### config.mk
export PLATFORM = sky130hd
export DESIGN_NAME = hold_hlda_arbiter_flat
export DESIGN_NICKNAME = d
export VERILOG_FILES = /design/src/rtl/intel8088_bus_pkg.sv /design/src/rtl/hold_hlda_arbiter_if.sv /design/src/rtl/rr_pick.sv /design/src/rtl/hold_hlda_arbiter.sv /design/src/flat_wrapper.sv
export SDC_FILE = /design/constraint.sdc
export NUM_CORES = 1
export LEC_CHECK = 0
export CORE_AREA = 10 10 60 86
export DETAILED_ROUTE_END_ITERATION = 7
export DIE_AREA = 0 0 70 96
export PLACE_DENSITY = 0.66
export SYNTH_ARGS = -nofsm -noshare
export SYNTH_HDL_FRONTEND = slang
export SYNTH_SLANG_ARGS = --single-unit
### constraint.sdc
create_clock -name CLK -period 1.79 [get_ports CLK]
set_input_delay 0.358 -clock CLK [delete_from_list [all_inputs] [get_ports CLK]]
set_output_delay 0.358 -clock CLK [all_outputs]
set_load 0.03 [all_outputs]
### src/rtl/intel8088_bus_pkg.sv
// intel8088_bus_pkg: arbiter state encoding, default tenure/timeout limits and index-to-one-hot helper
package intel8088_bus_pkg;
  typedef enum logic [1:0] {IDLE, REQUEST, GRANTED, RELEASE} arb_state_t;
  localparam int DEF_MAX_TENURE = 16;
  localparam int DEF_HLDA_TIMEOUT = 64;
  function automatic logic [7:0] idx2oh(input logic [2:0] idx);
    return 8'b1 << idx;
  endfunction
endpackage

### src/rtl/hold_hlda_arbiter_if.sv
// hold_hlda_arbiter_if: bus-master side (req/done/hlda) to arbiter side (hold/gnt/owner/busy/err) signal bundle
interface hold_hlda_arbiter_if #(parameter int N_REQ = 4, parameter int IDX_W = $clog2(N_REQ));
  logic [N_REQ-1:0] req, done, gnt;
  logic hlda, hold, busy, err;
  logic [IDX_W-1:0] owner;
  modport master(output req, done, hlda, input hold, gnt, owner, busy, err);
  modport slave(input req, done, hlda, output hold, gnt, owner, busy, err);
endinterface

### src/rtl/rr_pick.sv
// rr_pick: combinational round-robin picker; req/ptr in, found/winner out (first set bit at or after ptr, wrapping)
module rr_pick #(
  parameter int N_REQ = 4,
  parameter int IDX_W = $clog2(N_REQ)
) (
  input  logic [N_REQ-1:0] req,
  input  logic [IDX_W-1:0] ptr,
  output logic             found,
  output logic [IDX_W-1:0] winner
);
  logic [IDX_W:0] s;
  always_comb begin
    found = |req;
    winner = '0;
    s = '0;
    for (int i = N_REQ-1; i >= 0; i--) begin
      s = {1'b0, ptr} + (IDX_W+1)'(i);
      s = (s >= (IDX_W+1)'(N_REQ)) ? s - (IDX_W+1)'(N_REQ) : s;
      winner = req[s[IDX_W-1:0]] ? s[IDX_W-1:0] : winner;
    end
  end
endmodule

### src/rtl/hold_hlda_arbiter.sv
// hold_hlda_arbiter: 8088 HOLD/HLDA bus arbiter; CLK/RESET plain, bus.slave carries req/done/hlda in and hold/gnt/owner/busy/err out
module hold_hlda_arbiter import intel8088_bus_pkg::*; #(
  parameter int N_REQ = 4,
  parameter int MAX_TENURE = DEF_MAX_TENURE,
  parameter int HLDA_TIMEOUT = DEF_HLDA_TIMEOUT,
  parameter int IDX_W = $clog2(N_REQ)
) (
  input logic CLK,
  input logic RESET,
  hold_hlda_arbiter_if.slave bus
);
  localparam int TEN_W = $clog2(MAX_TENURE+1);
  localparam int TO_W = $clog2(HLDA_TIMEOUT+1);
  arb_state_t state_q, state_d;
  logic [IDX_W-1:0] owner_q, owner_d, ptr_q, ptr_d, winner;
  logic [TEN_W-1:0] ten_q, ten_d;
  logic [TO_W-1:0] to_q, to_d;
  logic [N_REQ-1:0] gnt_q, gnt_d;
  logic hold_q, hold_d, err_q, err_d, busy_q, found;
  rr_pick #(.N_REQ(N_REQ), .IDX_W(IDX_W)) u_pick (.req(bus.req), .ptr(ptr_q), .found(found), .winner(winner));
  always_comb begin
    state_d = state_q;
    owner_d = owner_q;
    ptr_d = ptr_q;
    ten_d = ten_q;
    to_d = to_q;
    hold_d = hold_q;
    gnt_d = gnt_q;
    err_d = 1'b0;
    case (state_q)
      IDLE: if (found) begin
        state_d = REQUEST;
        owner_d = winner;
        hold_d = 1'b1;
        to_d = '0;
      end
      REQUEST: begin
        to_d = to_q + 1'b1;
        if (bus.hlda) begin
          state_d = bus.req[owner_q] ? GRANTED : RELEASE;
          gnt_d = bus.req[owner_q] ? N_REQ'(idx2oh(3'(owner_q))) : '0;
          hold_d = bus.req[owner_q];
          ten_d = '0;
        end else if (to_q == TO_W'(HLDA_TIMEOUT-1)) begin
          state_d = RELEASE;
          hold_d = 1'b0;
          err_d = 1'b1;
        end
      end
      GRANTED: begin
        ten_d = ten_q + 1'b1;
        if (!bus.hlda || bus.done[owner_q] || !bus.req[owner_q] || ten_q == TEN_W'(MAX_TENURE-1)) begin
          state_d = RELEASE;
          gnt_d = '0;
          hold_d = 1'b0;
          err_d = !bus.hlda;
        end
      end
      RELEASE: begin
        hold_d = 1'b0;
        if (!bus.hlda) begin
          state_d = IDLE;
          ptr_d = (owner_q == IDX_W'(N_REQ-1)) ? '0 : owner_q + 1'b1;
        end
      end
      default: state_d = IDLE;
    endcase
  end
  always_ff @(posedge CLK or posedge RESET) begin
    if (RESET) begin
      state_q <= IDLE;
      owner_q <= '0;
      ptr_q <= '0;
      ten_q <= '0;
      to_q <= '0;
      gnt_q <= '0;
      hold_q <= 1'b0;
      err_q <= 1'b0;
      busy_q <= 1'b0;
    end else begin
      state_q <= state_d;
      owner_q <= owner_d;
      ptr_q <= ptr_d;
      ten_q <= ten_d;
      to_q <= to_d;
      gnt_q <= gnt_d;
      hold_q <= hold_d;
      err_q <= err_d;
      busy_q <= state_d != IDLE;
    end
  end
  assign bus.hold = hold_q;
  assign bus.gnt = gnt_q;
  assign bus.owner = owner_q;
  assign bus.busy = busy_q;
  assign bus.err = err_q;
endmodule

### src/flat_wrapper.sv
// flat-port wrapper written by rule: the top's interface ports become plain ports
module hold_hlda_arbiter_flat import intel8088_bus_pkg::*;
#(
  parameter int N_REQ = 4,
  parameter int MAX_TENURE = DEF_MAX_TENURE,
  parameter int HLDA_TIMEOUT = DEF_HLDA_TIMEOUT,
  parameter int IDX_W = $clog2(N_REQ)
)
  (CLK, RESET, bus_req, bus_done, bus_hlda, bus_hold, bus_gnt, bus_owner, bus_busy, bus_err);
  hold_hlda_arbiter_if #(.N_REQ(N_REQ), .IDX_W(IDX_W)) bus_i ();
  input logic CLK;
  input logic RESET;
  input wire logic [$bits(bus_i.req)-1:0] bus_req;
  input wire logic [$bits(bus_i.done)-1:0] bus_done;
  input wire logic [$bits(bus_i.hlda)-1:0] bus_hlda;
  output wire logic [$bits(bus_i.hold)-1:0] bus_hold;
  output wire logic [$bits(bus_i.gnt)-1:0] bus_gnt;
  output wire logic [$bits(bus_i.owner)-1:0] bus_owner;
  output wire logic [$bits(bus_i.busy)-1:0] bus_busy;
  output wire logic [$bits(bus_i.err)-1:0] bus_err;
  assign bus_i.req = bus_req;
  assign bus_i.done = bus_done;
  assign bus_i.hlda = bus_hlda;
  assign bus_hold = bus_i.hold;
  assign bus_gnt = bus_i.gnt;
  assign bus_owner = bus_i.owner;
  assign bus_busy = bus_i.busy;
  assign bus_err = bus_i.err;
  hold_hlda_arbiter #(.N_REQ(N_REQ), .MAX_TENURE(MAX_TENURE), .HLDA_TIMEOUT(HLDA_TIMEOUT), .IDX_W(IDX_W)) u_core (.CLK(CLK), .RESET(RESET), .bus(bus_i));
endmodule
==> summary.md, run 1 <==
| Metric | Value |
|---|---|
| Post-CTS Hold Fix Bufs | `0` |
| IO Port Bufs | `19` |
| Setup Slack @ Placement | `-0.374 ns` |
| Chip Height | `96 um` |
| CTS tree | `done` |
| Routability cong. | `0.835` |
| Reg2Reg Depth | `8` |
| Relative slew slack | `73.7%` |
| Crit path largest cell delay | `0.39 ns` |
| First-pass GRT wire length | `6.22 mm` |
| Routed WL per cell | `15.2 um` |
| Seq/Total Area, Yosys | `42.2%` |
| Leak Pwr | `0.934 nW` |
| Final hold viol count | `0` |
| Multi-input logic area | `868 sq um` |
| Combinational Power Share | `58.4%` |
| Clk buf depth | `2` |
| Worst setup path start | `u_core.ten_q[0]$_DFFE_PP0P_` |
| Total chip power | `3.02 mW` |
| Total CTS buffers | `3` |
| Critical Path Start Type | `register` |
| Layout cells sized above 1 | `24.8%` |
| Total grt overflow | `0` |
| Final Setup Violations | `1` |
| DRT iter0 DRCs | `77` |
| Top-count cell post-synth | `dfrtp_1` |
| Syn Inst Count | `151` |
| Synthesized area | `1480 sq um` |
| Sw frac | `41.6%` |
| Area leader, netlist | `dfrtp_1` |
| Pwr Density | `1460 nW/um^2` |
| Initial antenna violation count | `0` |
| Clock Power Share | `11.2%` |
| Final ANT Viol Nets | `0` |
| Failing checks | `negative setup slack` |
| Post-DP HPWL | `2.85 mm` |
| Clk_lat worst skew | `0.27 ns` |
| Status | `complete, but fails checks` |
| Ports | `20` |
| Vias | `1299` |
| Router iterations before antenna repair | `4` |
| Syn avg cell area | `9.82 sq um` |
| Critical Path Sink Type | `register` |
| Width of the die | `70 um` |
| Slowest CP cell | `dfrtp_1` |
| CTS Sinks | `25` |
| Worst-Margin Slew | `0.393 ns` |
| H-tree depth | `1` |
| Int Power | `1.76 mW` |
| Fin Setup TNS | `-0.0956 ns` |
| Asr flop ratio synth | `100%` |
| DRC errors left | `0` |
| Largest cells by area after synthesis | `dfrtp_1 (42%), ha_1 (10%), nand2_1 (5.3%)` |
| Core Box Area | `3650 sq um` |
| Syn Nets | `174` |
| Reg2reg start | `u_core.ten_q[0]$_DFFE_PP0P_` |
| Maximum VDD drop | `0.000706 V` |
| Top cell type's share of synthesized area | `42.2%` |
| Arr. time, crit path | `2.05 ns` |
| Slew Viols, Final | `0` |
| Register area | `627 sq um` |
| Vias per std cell | `5.30` |
| Worst Setup Slack, final | `-0.0956 ns` |
| Crit Path Max Fanout | `2` |
| Ant diodes | `0` |
| EDFF count, synth | `0` |
| CTS clk-pin slew, worst paths | `0.09 ns` |
| Sequential share of power | `30.3%` |
| # rows | `27` |
| Synth cell count leaders | `dfrtp_1 (25), nand2_1 (21), ha_1 (12), inv_1 (12), o21ai_0 (11)` |
| Largest net degree at the start of global routing | `26` |
| Yosys Warn Count | `0` |
| Nets | `226` |
| Hold Crit Class | `input port to asynchronous set/reset pin` |
| Total global-route track usage | `11.2%` |
| Max-cap viol count | `0` |
| Final WL | `3.72 mm` |
| Unrepaired setup endpoints after global routing | `true` |
| Clk_skew | `0.00357 ns` |
| FF+latch count, synth | `25` |
| Psw | `1.26 mW` |
| Fin crit period | `1.89 ns` |
| FILL cells | `340` |
| Fmax | `0.530 GHz` |
| Syn-to-layout area delta | `39.3%` |
| Post-synth top flop | `dfrtp_1` |
| Post-synth cell types | `38` |
| CTS root buffer | `clkbuf_8` |
| Crit path cell chain | `ha_2, and3_4, ha_4, buf_6, nor4_4, nor2_1, o311a_1, or2_1` |
| Vias in the first global route | `1352` |
| CP Class | `register to register` |
| Die ar. | `6720 sq um` |
| Period Utilization, post-route | `105%` |
| Initial Util | `40.6%` |
| Req. time, crit path | `1.95 ns` |
path summary, 6_finish.rpt:
check / to / slack [ns]
worst min register to register: u_core.ten_q[4]$_DFFE_PP0P_ / 0.49
worst max-delay path: u_core.bus.busy$_DFF_PP0_ / -0.1
max in group asynchronous: u_core.bus.owner[0]$_DFFE_PP0P_ / 1.09
min in group CLK: u_core.ten_q[4]$_DFFE_PP0P_ / 0.49
worst max register to register: u_core.bus.busy$_DFF_PP0_ / -0.1
worst min-delay path: u_core.ten_q[3]$_DFFE_PP0P_ / 0.44
cell families after synthesis:
family | count (synthesis) | share of synthesized area [%]
mux | 7 | 5.49
fa+ha+maj | 12 | 10.1
simple gates | 49 | 16.3
buf+inv | 15 | 4.39
xor+xnor | 3 | 1.77
compound gates | 40 | 19.7
flops | 25 | 42.2
worst max-delay path, delay by kind of cell, from the launching register on:
family / cells / cell delay [ns]
simple gates: 4 / 0.60
compound gates: 1 / 0.30
flops: 1 / 0.39
fa+ha+maj: 2 / 0.36
buf+inv: 1 / 0.11
final cells by class:
class | instances | area share (%)
Sequential cell | 25 | 30.3
Inverter | 12 | 2.18
Tap cell | 43 | 2.60
Multi-Input combinational cell | 111 | 42.0
Clock buffer | 4 | 2.18
Timing Repair Buffer | 50 | 20.7
metal layers:
layer	global-route usage, %	wire length (um)	up-vias
met2	21.1	2040	23
met3	1.75	61	8
met5	0	0	-
li1	-	-	642
met4	5.94	79	0
met1	11.7	1530	626
sequential cells by signal (all words and copies together) (netlist names):
signal            cells
u_core.bus.hold       1
u_core.bus.gnt        4
u_core.ptr_q          2
u_core.bus.err        1
u_core.ten_q          5
u_core.bus.owner      2
u_core.to_q           7
u_core.state_q        2
u_core.bus.busy       1
cells in the final DEF, fill, tap and decap left out, drive strengths merged, types with 2 or more instances in the layout:
cell           Yosys  final
o21ai             12     12
nand3              3      3
mux2i              4      4
mux2               3      3
a21oi              6      6
o21a               2      2
nand2             21     21
nor2               8      8
inv               12     12
o22ai              3      3
nor4               3      3
and3               3      3
nor3               3      3
a22o               7      7
a32o               2      2
xor2               2      2
nand2b             2      2
ha                12     12
clkdlybuf4s50      0     16
dlygate4sd2        0      2
buf                2     31
nor3b              2      2
dfrtp             25     25
o311a              2      2
clkbuf             1      4
power groups by stage:
stage / Sequential, mW / Combinational (mW) / Clock (mW)
floorplan: 1.04 / 0.868 / 0
global placement: 0.908 / 1.63 / 0
detailed placement: 0.918 / 1.67 / 0
CTS: 0.912 / 1.69 / 0.346
global route: 0.938 / 1.95 / 0.376
finish: 0.917 / 1.77 / 0.339
through the flow:
step	instances	area [sq um]	hold WS, ns	utilization [%]
global placement	239	1930	0.466	53.0
CTS	244	2020	0.453	55.4
finish	245	2070	0.443	56.6
detailed placement	239	1930	0.468	53.0
global route	245	2070	0.485	56.6
floorplan	151	1490	0.385	-
timing repair:
action                     4_1_cts  5_1_grt
pin swaps                        3        3
setup endpoints to repair        8       13
setup buffers                    1        1
resized for setup                9        9
Note: power is estimated with default switching activity, not from simulation.
==> inputs of run 2 (changes only) <==
ABC_AREA = 1   (was unset)
CORE_AREA = 10 10 66 95   (was 10 10 60 86)
DIE_AREA = 0 0 76 105   (was 0 0 70 96)
PLACE_DENSITY = 0.62   (was 0.66)
==> summary.md, run 2 <==
| Metric | Value |
|---|---|
| CTS tree | `done` |
| Width of the die | `76 um (+8.6%)` |
| Syn-to-layout area delta | `19.4%` |
| Fmax | `0.591 GHz (+11%)` |
| Ports | `20 (unchanged)` |
| Critical Path Sink Type | `output port` |
| Slowest CP cell | `clkdlybuf4s50_1` |
| Multi-input logic area | `911 sq um (+4.9%)` |
| Most common cell after layout, fill and taps aside | `nand2_1` |
| Syn Nets | `259 (+49%)` |
| Reg2Reg Depth | `8 (unchanged)` |
| Maximum VDD drop | `0.000903 V (+28%)` |
| H-tree depth | `1 (unchanged)` |
| CP Buf/Inv Count | `1 (unchanged)` |
| DRC errors left | `0 (unchanged)` |
| CTS root buffer | `clkbuf_8` |
| Total chip power | `3.34 mW (+10%)` |
| Asr flop ratio synth | `100% (unchanged)` |
| Total CTS buffers | `3 (unchanged)` |
| CP top delay family | `buffers and inverters` |
| Vias | `1506 (+16%)` |
| Crit Path Max Fanout | `2 (unchanged)` |
| Vias per std cell | `4.61 (-13%)` |
| Crit path cell chain | `clkdlybuf4s50_1` |
| Req. time, crit path | `1.43 ns (-0.52 ns)` |
| Final hold viol count | `0 (unchanged)` |
| Register area | `626 sq um (-0.20%)` |
| Largest net degree at the start of global routing | `26 (unchanged)` |
| Final Setup Violations | `0 (-1)` |
| Top-count cell post-synth | `nand2_1` |
| Largest register FFs | `7 (unchanged)` |
| Post-DP HPWL | `3.08 mm (+8.1%)` |
| Top cell type's share of synthesized area | `35.6% (-6.6 points)` |
| Synth cell count leaders | `nand2_1 (57), inv_1 (40), nand3_1 (30)` |
| CTS clk-pin slew, worst paths | `0.09 ns (about the same)` |
| Layout cells sized above 1 | `12.2% (-13 points)` |
| Syn Inst Count | `236 (+56%)` |
| Vias in the first global route | `1510 (+12%)` |
| Leak Pwr | `1.03 nW (+10%)` |
| Initial antenna violation count | `0 (unchanged)` |
| Relative slew slack | `76.3% (+2.6 points)` |
| IO Port Bufs | `19 (unchanged)` |
| Crit path largest cell delay | `0.70 ns (+0.31 ns)` |
| Total global-route track usage | `9.73% (-1.5 points)` |
| Fin crit period | `1.69 ns (-0.192 ns)` |
| Arr. time, crit path | `1.34 ns (-0.71 ns)` |
| Max-cap viol count | `0 (unchanged)` |
| Worst-Margin Slew | `0.355 ns (-0.0375 ns)` |
| FILL cells | `457 (+34%)` |
| Core Box Area | `4540 sq um (+24%)` |
| Period Utilization, post-route | `94.6% (-11 points)` |
| CTS Sinks | `25 (unchanged)` |
| Pwr Density | `1590 nW/um^2 (+8.9%)` |
| Largest cells by area after synthesis | `dfrtp_1 (36%), nand2_1 (12%), ha_1 (8.6%)` |
| Status | `finished clean` |
| Clk buf depth | `2 (unchanged)` |
| Post-synth top flop | `dfrtp_1` |
| Routability cong. | `0.779 (-6.8%)` |
| Crit path depth | `1 (-7)` |
| Final WL | `3.79 mm (+1.9%)` |
| Chip Height | `105 um (+9.4%)` |
| Syn avg cell area | `7.44 sq um (-24%)` |
| Hold Crit Class | `input port to asynchronous set/reset pin` |
| Final ANT Viol Nets | `0 (unchanged)` |
| # rows | `30 (+11%)` |
| EDFF count, synth | `0 (unchanged)` |
| CP Class | `register to output port` |
| FF+latch count, synth | `25 (unchanged)` |
| Post-synth cell types | `30 (-21%)` |
| Commonest cells after routing, fill and taps aside | `nand2_1 (57), inv_1 (40), nand3_1 (30), dfrtp_1 (25), clkdlybuf4s50_1 (19)` |
| Routed WL per cell | `11.6 um (-24%)` |
| Die ar. | `7980 sq um (+19%)` |
| Router iterations before antenna repair | `4 (unchanged)` |
| Seq/Total Area, Yosys | `35.6% (-6.6 points)` |
| Total grt overflow | `0 (unchanged)` |
| Ant diodes | `0 (unchanged)` |
| Critical Path Start Type | `register` |
| Clk_skew | `0.00382 ns (+0.000250 ns)` |
| Area leader, netlist | `dfrtp_1` |
| DRT iter0 DRCs | `85 (+10%)` |
| Unrepaired setup endpoints after global routing | `false` |
| Initial Util | `38.7% (-2.0 points)` |
| First-pass GRT wire length | `6.65 mm (+7.0%)` |
| Reg with most FFs | `u_core.to_q` |
| Clk_lat worst skew | `0.27 ns (about the same)` |
| Yosys Warn Count | `0 (unchanged)` |
| Nets | `287 (+27%)` |
| Fin Setup TNS | `0 ns (+0.0956 ns)` |
| Slew Viols, Final | `0 (unchanged)` |
| Synthesized area | `1760 sq um (+18%)` |
## run 2: cell types whose count changed after synthesis, sizes merged, moves of 6 or more
cell / delta
inv: +32
nand3: +30
o21ai: +8
a22o: -7
nand2: +41
nor2: +6
## run 2: final timing paths
kind                       slack (ns)                            end                            start
max                               0.1                   bus_owner[1]  u_core.bus.owner[1]$_DFFE_PP0P_
min                              0.45    u_core.bus.hold$_DFFE_PP0P_                            RESET
max reg2reg                      0.18  u_core.bus.gnt[2]$_DFFE_PP0P_      u_core.state_q[0]$_DFF_PP0_
min reg2reg                      0.50  u_core.bus.gnt[0]$_DFFE_PP0P_    u_core.bus.gnt[0]$_DFFE_PP0P_
max in group asynchronous        1.10    u_core.ten_q[0]$_DFFE_PP0P_                            RESET
min in group CLK                 0.50  u_core.bus.gnt[0]$_DFFE_PP0P_    u_core.bus.gnt[0]$_DFFE_PP0P_
## run 2: routing by layer
layer / wire [um] / GRT usage (%) / vias up / share of wire [%]
met1: 1520 / 9.82 / 680 / 40
met4: 66 / 4.76 / 0 / 1.7
met3: 134 / 1.80 / 4 / 3.5
li1: - / - / 797 / -
met5: 0 / 0 / - / 0
met2: 2070 / 18.4 / 25 / 55
## run 2: timing repair
| action | CTS | global route |
|---|---|---|
| buffers inserted | 0 | 1 |
| endpoints found under the setup margin | 0 | 6 |
| gates resized for setup | 0 | 1 |
| hold buffers | 0 | 0 |
## run 2: worst reg2reg max path: stages (launching register included)
cell and delay, ns:
dfrtp_1 0.45, ha_1 0.23, inv_1 0.16, nor2_1 0.10
inv_2 0.09, o21ai_2 0.07, inv_2 0.10, nand4_1 0.17
o21ai_1 0.17
## run 2: layout make-up
| cell class | instances | share of cell area (%) |
|---|---|---|
| clock buffer | 3 | 1.97 |
| clock inverter | 1 | 0.239 |
| inverter | 45 | 8.72 |
| multi-input combinational | 162 | 43.5 |
| sequential | 25 | 29.9 |
| tap | 64 | 3.82 |
| timing repair buffer | 27 | 11.9 |
## run 2: cell families (layout without fill, tap and decap cells)
group                      after synthesis  in the layout  share of synthesized area [%]
DFF                                     25             25                           35.6
AOI/OAI and AO/OA                       29             29                           9.12
buffers and inverters                   49             76                           12.9
and+or+nand+nor                        118            118                           32.3
adders and majority gates               12             12                           8.55
xor gates and xnor gates                 3              3                           1.50
## run 2: power by group
group          switching [mW]  internal [mW]  total (mW)
clock network           0.180          0.156       0.335
registers               0.176          0.770       0.945
logic                    1.28          0.775        2.06
total                    1.64           1.70        3.34
## run 2: metrics by stage
| stage | area [sq um] | cells | utilization (%) | hold WS, ns | setup WS, ns |
|---|---|---|---|---|---|
| 2_1_floorplan | 1760 | 236 | - | 0.385 | 0.312 |
| 3_3_place_gp | 2030 | 322 | 44.8 | 0.475 | 0.0554 |
| 3_5_place_dp | 2030 | 322 | 44.8 | 0.485 | 0.00666 |
| 4_1_cts | 2080 | 326 | 45.8 | 0.457 | 0.0842 |
| 5_1_grt | 2100 | 327 | 46.1 | 0.479 | 0.00305 |
| 6_report | 2100 | 327 | 46.1 | 0.446 | 0.0968 |
